File: src/rtl/segment_split_unroll.sv
// Branch FIFO: first-word-fall-through, wrap-bit pointers, synchronous flush.
// Latency: a word written at edge N is at the head right after edge N.
// Backpressure: full/empty flags only; the caller gates push with !full and pop with !empty.
module segment_split_fifo #(
  parameter int DATA_W = 32,
  parameter int DEPTH  = 4
) (
  input  logic              clk,
  input  logic              reset,
  input  logic              flush,
  input  logic              push,
  input  logic [DATA_W-1:0] push_dat,
  input  logic              pop,
  output logic              empty,
  output logic              full,
  output logic [DATA_W-1:0] head
);
  localparam int AW = $clog2(DEPTH);
  localparam logic [AW:0] PTR_ONE = (AW+1)'(1);

  logic [AW:0]       wr_ptr, rd_ptr;
  logic [DATA_W-1:0] mem [DEPTH];
  logic [AW-1:0]     head_idx;

  assign empty = (wr_ptr == rd_ptr);
  assign full  = (wr_ptr[AW-1:0] == rd_ptr[AW-1:0]) && (wr_ptr[AW] != rd_ptr[AW]);

  // While empty, show the slot just behind the read pointer: it still holds the
  // last word popped, and the next push lands on the read slot, not this one.
  assign head_idx = empty ? (rd_ptr[AW-1:0] - AW'(1)) : rd_ptr[AW-1:0];
  assign head     = mem[head_idx];

  always_ff @(posedge clk or negedge reset) begin
    if (!reset) begin
      wr_ptr <= '0;
      rd_ptr <= '0;
      for (int i = 0; i < DEPTH; i++) mem[i] <= '0;
    end else if (flush) begin
      wr_ptr <= '0;
      rd_ptr <= '0;
    end else begin
      if (push) begin
        mem[wr_ptr[AW-1:0]] <= push_dat;
        wr_ptr              <= wr_ptr + PTR_ONE;
      end
      if (pop) rd_ptr <= rd_ptr + PTR_ONE;
    end
  end
endmodule

// Steers combined segment words into if/else branch streams by condition word.
// Latency: word accepted at edge N is valid on its branch output in cycle N+1.
// Backpressure: in_ready drops when either branch FIFO is full or during flush.
module segment_split_unroll #(
  parameter int DATA_W = 32,
  parameter int DEPTH  = 4,
  parameter int CNT_W  = 16
) (
  input  logic              clk,
  input  logic              reset,
  input  logic              flush,
  input  logic              in_valid,
  output logic              in_ready,
  input  logic [DATA_W-1:0] input_bit,
  input  logic [DATA_W-1:0] segment_8_combine,
  output logic              if_valid,
  input  logic              if_ready,
  output logic [DATA_W-1:0] segment_8_if,
  output logic              else_valid,
  input  logic              else_ready,
  output logic [DATA_W-1:0] segment_8_else,
  output logic [CNT_W-1:0]  if_count,
  output logic [CNT_W-1:0]  else_count
);
  logic if_empty, if_full, else_empty, else_full;
  logic if_cond, accept, push_if, push_else;

  assign in_ready  = !if_full && !else_full && !flush;
  assign if_cond   = |input_bit;
  assign accept    = in_valid && in_ready;
  assign push_if   = accept && if_cond;
  assign push_else = accept && !if_cond;

  assign if_valid   = !if_empty;
  assign else_valid = !else_empty;

  segment_split_fifo #(.DATA_W(DATA_W), .DEPTH(DEPTH)) u_if_fifo (
    .clk      (clk),
    .reset    (reset),
    .flush    (flush),
    .push     (push_if),
    .push_dat (segment_8_combine),
    .pop      (if_valid && if_ready),
    .empty    (if_empty),
    .full     (if_full),
    .head     (segment_8_if)
  );

  segment_split_fifo #(.DATA_W(DATA_W), .DEPTH(DEPTH)) u_else_fifo (
    .clk      (clk),
    .reset    (reset),
    .flush    (flush),
    .push     (push_else),
    .push_dat (segment_8_combine),
    .pop      (else_valid && else_ready),
    .empty    (else_empty),
    .full     (else_full),
    .head     (segment_8_else)
  );

  always_ff @(posedge clk or negedge reset) begin
    if (!reset) begin
      if_count   <= '0;
      else_count <= '0;
    end else if (flush) begin
      if_count   <= '0;
      else_count <= '0;
    end else begin
      if (push_if && (if_count != '1))     if_count   <= if_count + CNT_W'(1);
      if (push_else && (else_count != '1)) else_count <= else_count + CNT_W'(1);
    end
  end
endmodule

File: config.mk
export PLATFORM = sky130hd
export DESIGN_NAME = segment_split_unroll
export DESIGN_NICKNAME = d
export VERILOG_FILES = /design/src/rtl/segment_split_unroll.sv
export SDC_FILE = /design/constraint.sdc
export NUM_CORES = 1
export LEC_CHECK = 0
export BUFFER_PORTS_ARGS = -buffer_cell sky130_fd_sc_hd__buf_2
export CORE_ASPECT_RATIO = 0.7
export CORE_MARGIN = 4
export CORE_UTILIZATION = 35
export CTS_BUF_LIST = sky130_fd_sc_hd__clkbuf_4 sky130_fd_sc_hd__clkbuf_8
export DETAILED_ROUTE_END_ITERATION = 10
export GPL_ROUTABILITY_DRIVEN = 0
export GPL_TIMING_DRIVEN = 0
export PLACE_DENSITY = 0.61
export SYNTH_ARGS = -nofsm -noshare
export SYNTH_HDL_FRONTEND = slang
export SYNTH_SLANG_ARGS = --single-unit
File: constraint.sdc
create_clock -name clk -period 8.4 [get_ports clk]
set_input_delay 2.1 -clock clk [delete_from_list [all_inputs] [get_ports clk]]
set_output_delay 2.1 -clock clk [all_outputs]
set_load 0.1 [all_outputs]
==> out/metrics.yaml <==
wirelength_um: 35800
die_w_um: 246
crit_chain: "xnor2_1, nand3_1, a21oi_1, clkbuf_1, mux4_1, buf_2"
crit_arrival_ns: 3.69
clk_pin_slew_ns: 0.06
area_growth_pct: 18.5
fin_ws_ns: 2.61
critical_path.top_delay_family: "buffers and inverters"
synth_nets: 1035
crit_path_start_kind: "flip-flop"
r2r_end: "else_count[10]$_DFFE_PN0P_"
hp-class: "flip-flop to flip-flop"
insertion_delay_ns: 0.58
layout_min_cycle_time_ns: 5.79
drt_iter0_markers: 434
hold_end: "u_if_fifo.wr_ptr[2]$_DFFE_PN0P_"
pre_cts_slack_ns: 3.04
grt_start_max_net_pins: 117
grt_pass1_vias: 9464
hold_ws_ns: 0.497
place.detailed.hpwl_um: 23700
crit_type: "flip-flop to primary output"
finalClockSkew_ns: 0.0253
detail-route-antenna-nets: 0
r2r_slack_ns: 5.74
reg2reg_from: "else_count[0]$_DFFE_PN0P_"
start_util_pct: 35.8
cpMaxStageDelayCell: "a21oi_1"
finalNetCount: 1257
synthArstFlopShare_pct: 100
drive_above_1_share_pct: 51.0
post_dp_cell_area_um2: 15500
report.final.slew_viol_count: 0
crit_buf_inv: 2
drv_cap: 0
gr-total-overflow: 0
via_per_inst: 5.26
hold_buffers: 0
worst_r2r_path_depth: 7
final_area_um2: 16500
layout.cells.most_common: "dfrtp_1"
drc: 0
synth.top_cells.by_area: "dfrtp_1 54%, mux2_2 22%, mux4_2 8.9%, mux4_1 1.7%, nand3_1 1.4%"
avgSynthCellArea_um2: 14.6
whs_path_depth: 1
finalSetupViolCount: 0
max_stage_delay_ns: 0.73
end_kind: "primary output"
hold_start: "u_if_fifo.wr_ptr[2]$_DFFE_PN0P_"
ys_types: 48
clock-root-buffer: "clkbuf_8"
power.leakage_nw: 7.90
synth_top_area_cell: "dfrtp_1"
power_mw: 5.32
cts.path.max_buffers: 3
via_count: 9097
syn_inst: 953
cts-buffers-inserted: 50
yosysTopAreaCellShare_pct: 54.0
mostFrequentLayoutCells: "300 x dfrtp_1, 266 x mux2_2, 196 x buf_2, 58 x clkbuf_8, 55 x mux4_2"
yosysSeqAreaShare_pct: 54.0
rows: 60
worstPathRequired_ns: 6.30
syn_area_um2: 13900
worstMarginPinSlew_ns: 0.916
ir_drop_v: 0.000363
postCtsResizedCells: 0
drt-pass1-iter-count: 5
grt_pass1_wl_um: 56200
grt_util_all_layers_pct: 16.6
yosysWarningCount: 0
ys_ff_latch: 300
clock_sinks: 300
finalHoldViolCount: 0
die_h_um: 175
cts_setup_buffers: 0
post-route-util_pct: 42.5
synth_edf_count: 0
coreArea_um2: 38800
dieArea_um2: 43100
slew_headroom_pct: 38.8
p_per_area_nw_per_um2: 323
period_share_pct: 68.9
htreeDepth: 2
num_io_pins: 169
ys.flop_type: "dfrtp_1"
timing.fmax_mhz: 173
post_drt_wl_per_cell_um: 20.7
status: "complete, no violations"
antenna_found_initial: 1
rsz0062_at_grt: "false"
place.port_buffers: 167
diodes: 0
tritoncts: "built"
cp_max_fo: 10
## flip-flops by register name (all words and copies together) (netlist names)
signal / cells
u_if_fifo.rd_ptr: 3
u_else_fifo.mem: 128
else_count: 16
if_count: 16
u_else_fifo.rd_ptr: 3
u_if_fifo.mem: 128
u_else_fifo.wr_ptr: 3
u_if_fifo.wr_ptr: 3
## through the flow
step	std cells	setup TNS [ns]
CTS	1730	0
detailed placement	1650	0
global placement	1647	-146.85
global route	1730	0
finish	1730	0
floorplan	953	0
## kinds of logic after synthesis
logic type | Yosys count | synth area share, %
AOI/OAI and AO/OA | 48 | 2.43
muxes | 335 | 32.5
DFF | 300 | 54.0
and+or+nand+nor | 180 | 6.84
adders and majority gates | 12 | 1.08
buffers and inverters | 66 | 2.44
xor gates and xnor gates | 12 | 0.755
## cell usage after synthesis (6+ instances only)
master and n:
ha_1 12, a31oi_1 6, nand2_1 23, clkbuf_1 18, nand3_1 39, buf_2 30
a21oi_1 7, nor4_1 20, mux4_2 55, nor2b_1 13, dfrtp_1 300, mux4_1 9
o31ai_1 6, and3_1 12, xor2_1 7, mux2_2 266, buf_6 6, inv_1 7
nor2_1 33, nand4_1 12, nor3_1 9, o21ai_0 7
## report_power, final
part	total, mW	leakage [nW]	switching, mW	internal (mW)
Combinational	2.23	3.40	1.64	0.598
Clock	1.31	0.527	0.578	0.734
Sequential	1.78	3.98	0.106	1.67
Total	5.32	7.90	2.32	3.00
## layer usage
metal | GRT usage [%] | wire (µm)
met4 | 3.50 | 553
met5 | 0 | 0
met3 | 3.27 | 1720
met2 | 26.2 | 16500
met1 | 24.0 | 17000
## worst max path at each step
stage / startpoint / to / cells after the start
global route: u_else_fifo.rd_ptr[0]$_DFFE_PN0P_ / segment_8_else[27] / 6
CTS: u_if_fifo.rd_ptr[0]$_DFFE_PN0P_ / segment_8_if[1] / 6
detailed placement: flush / in_ready / 4
floorplan: u_else_fifo.rd_ptr[0]$_DFFE_PN0P_ / segment_8_else[13] / 5
finish: u_else_fifo.rd_ptr[0]$_DFFE_PN0P_ / segment_8_else[2] / 6
global placement: reset / u_else_fifo.mem[104]$_DFFE_PN0P_ / 1
## worst register-to-register path: stages, from the launching register on
cell and delay [ns]:
dfrtp_1 0.46, ha_1 0.29, nand4_1 0.14, nor3_1 0.76
and4_1 0.32, buf_4 0.19, nor4_1 0.08, mux2_2 0.30
## layout make-up
class / instances / area [µm²]
clock inverters: 3 / 43.8
inverters: 7 / 26.3
plain buffers: 59 / 313
repair buffers: 170 / 928
fillers: 3645 / 22300
multi-input cells: 587 / 6070
well taps: 527 / 659
clock buffers: 77 / 941
flip-flops and latches: 300 / 7510
(Power assumes the default switching activity.)
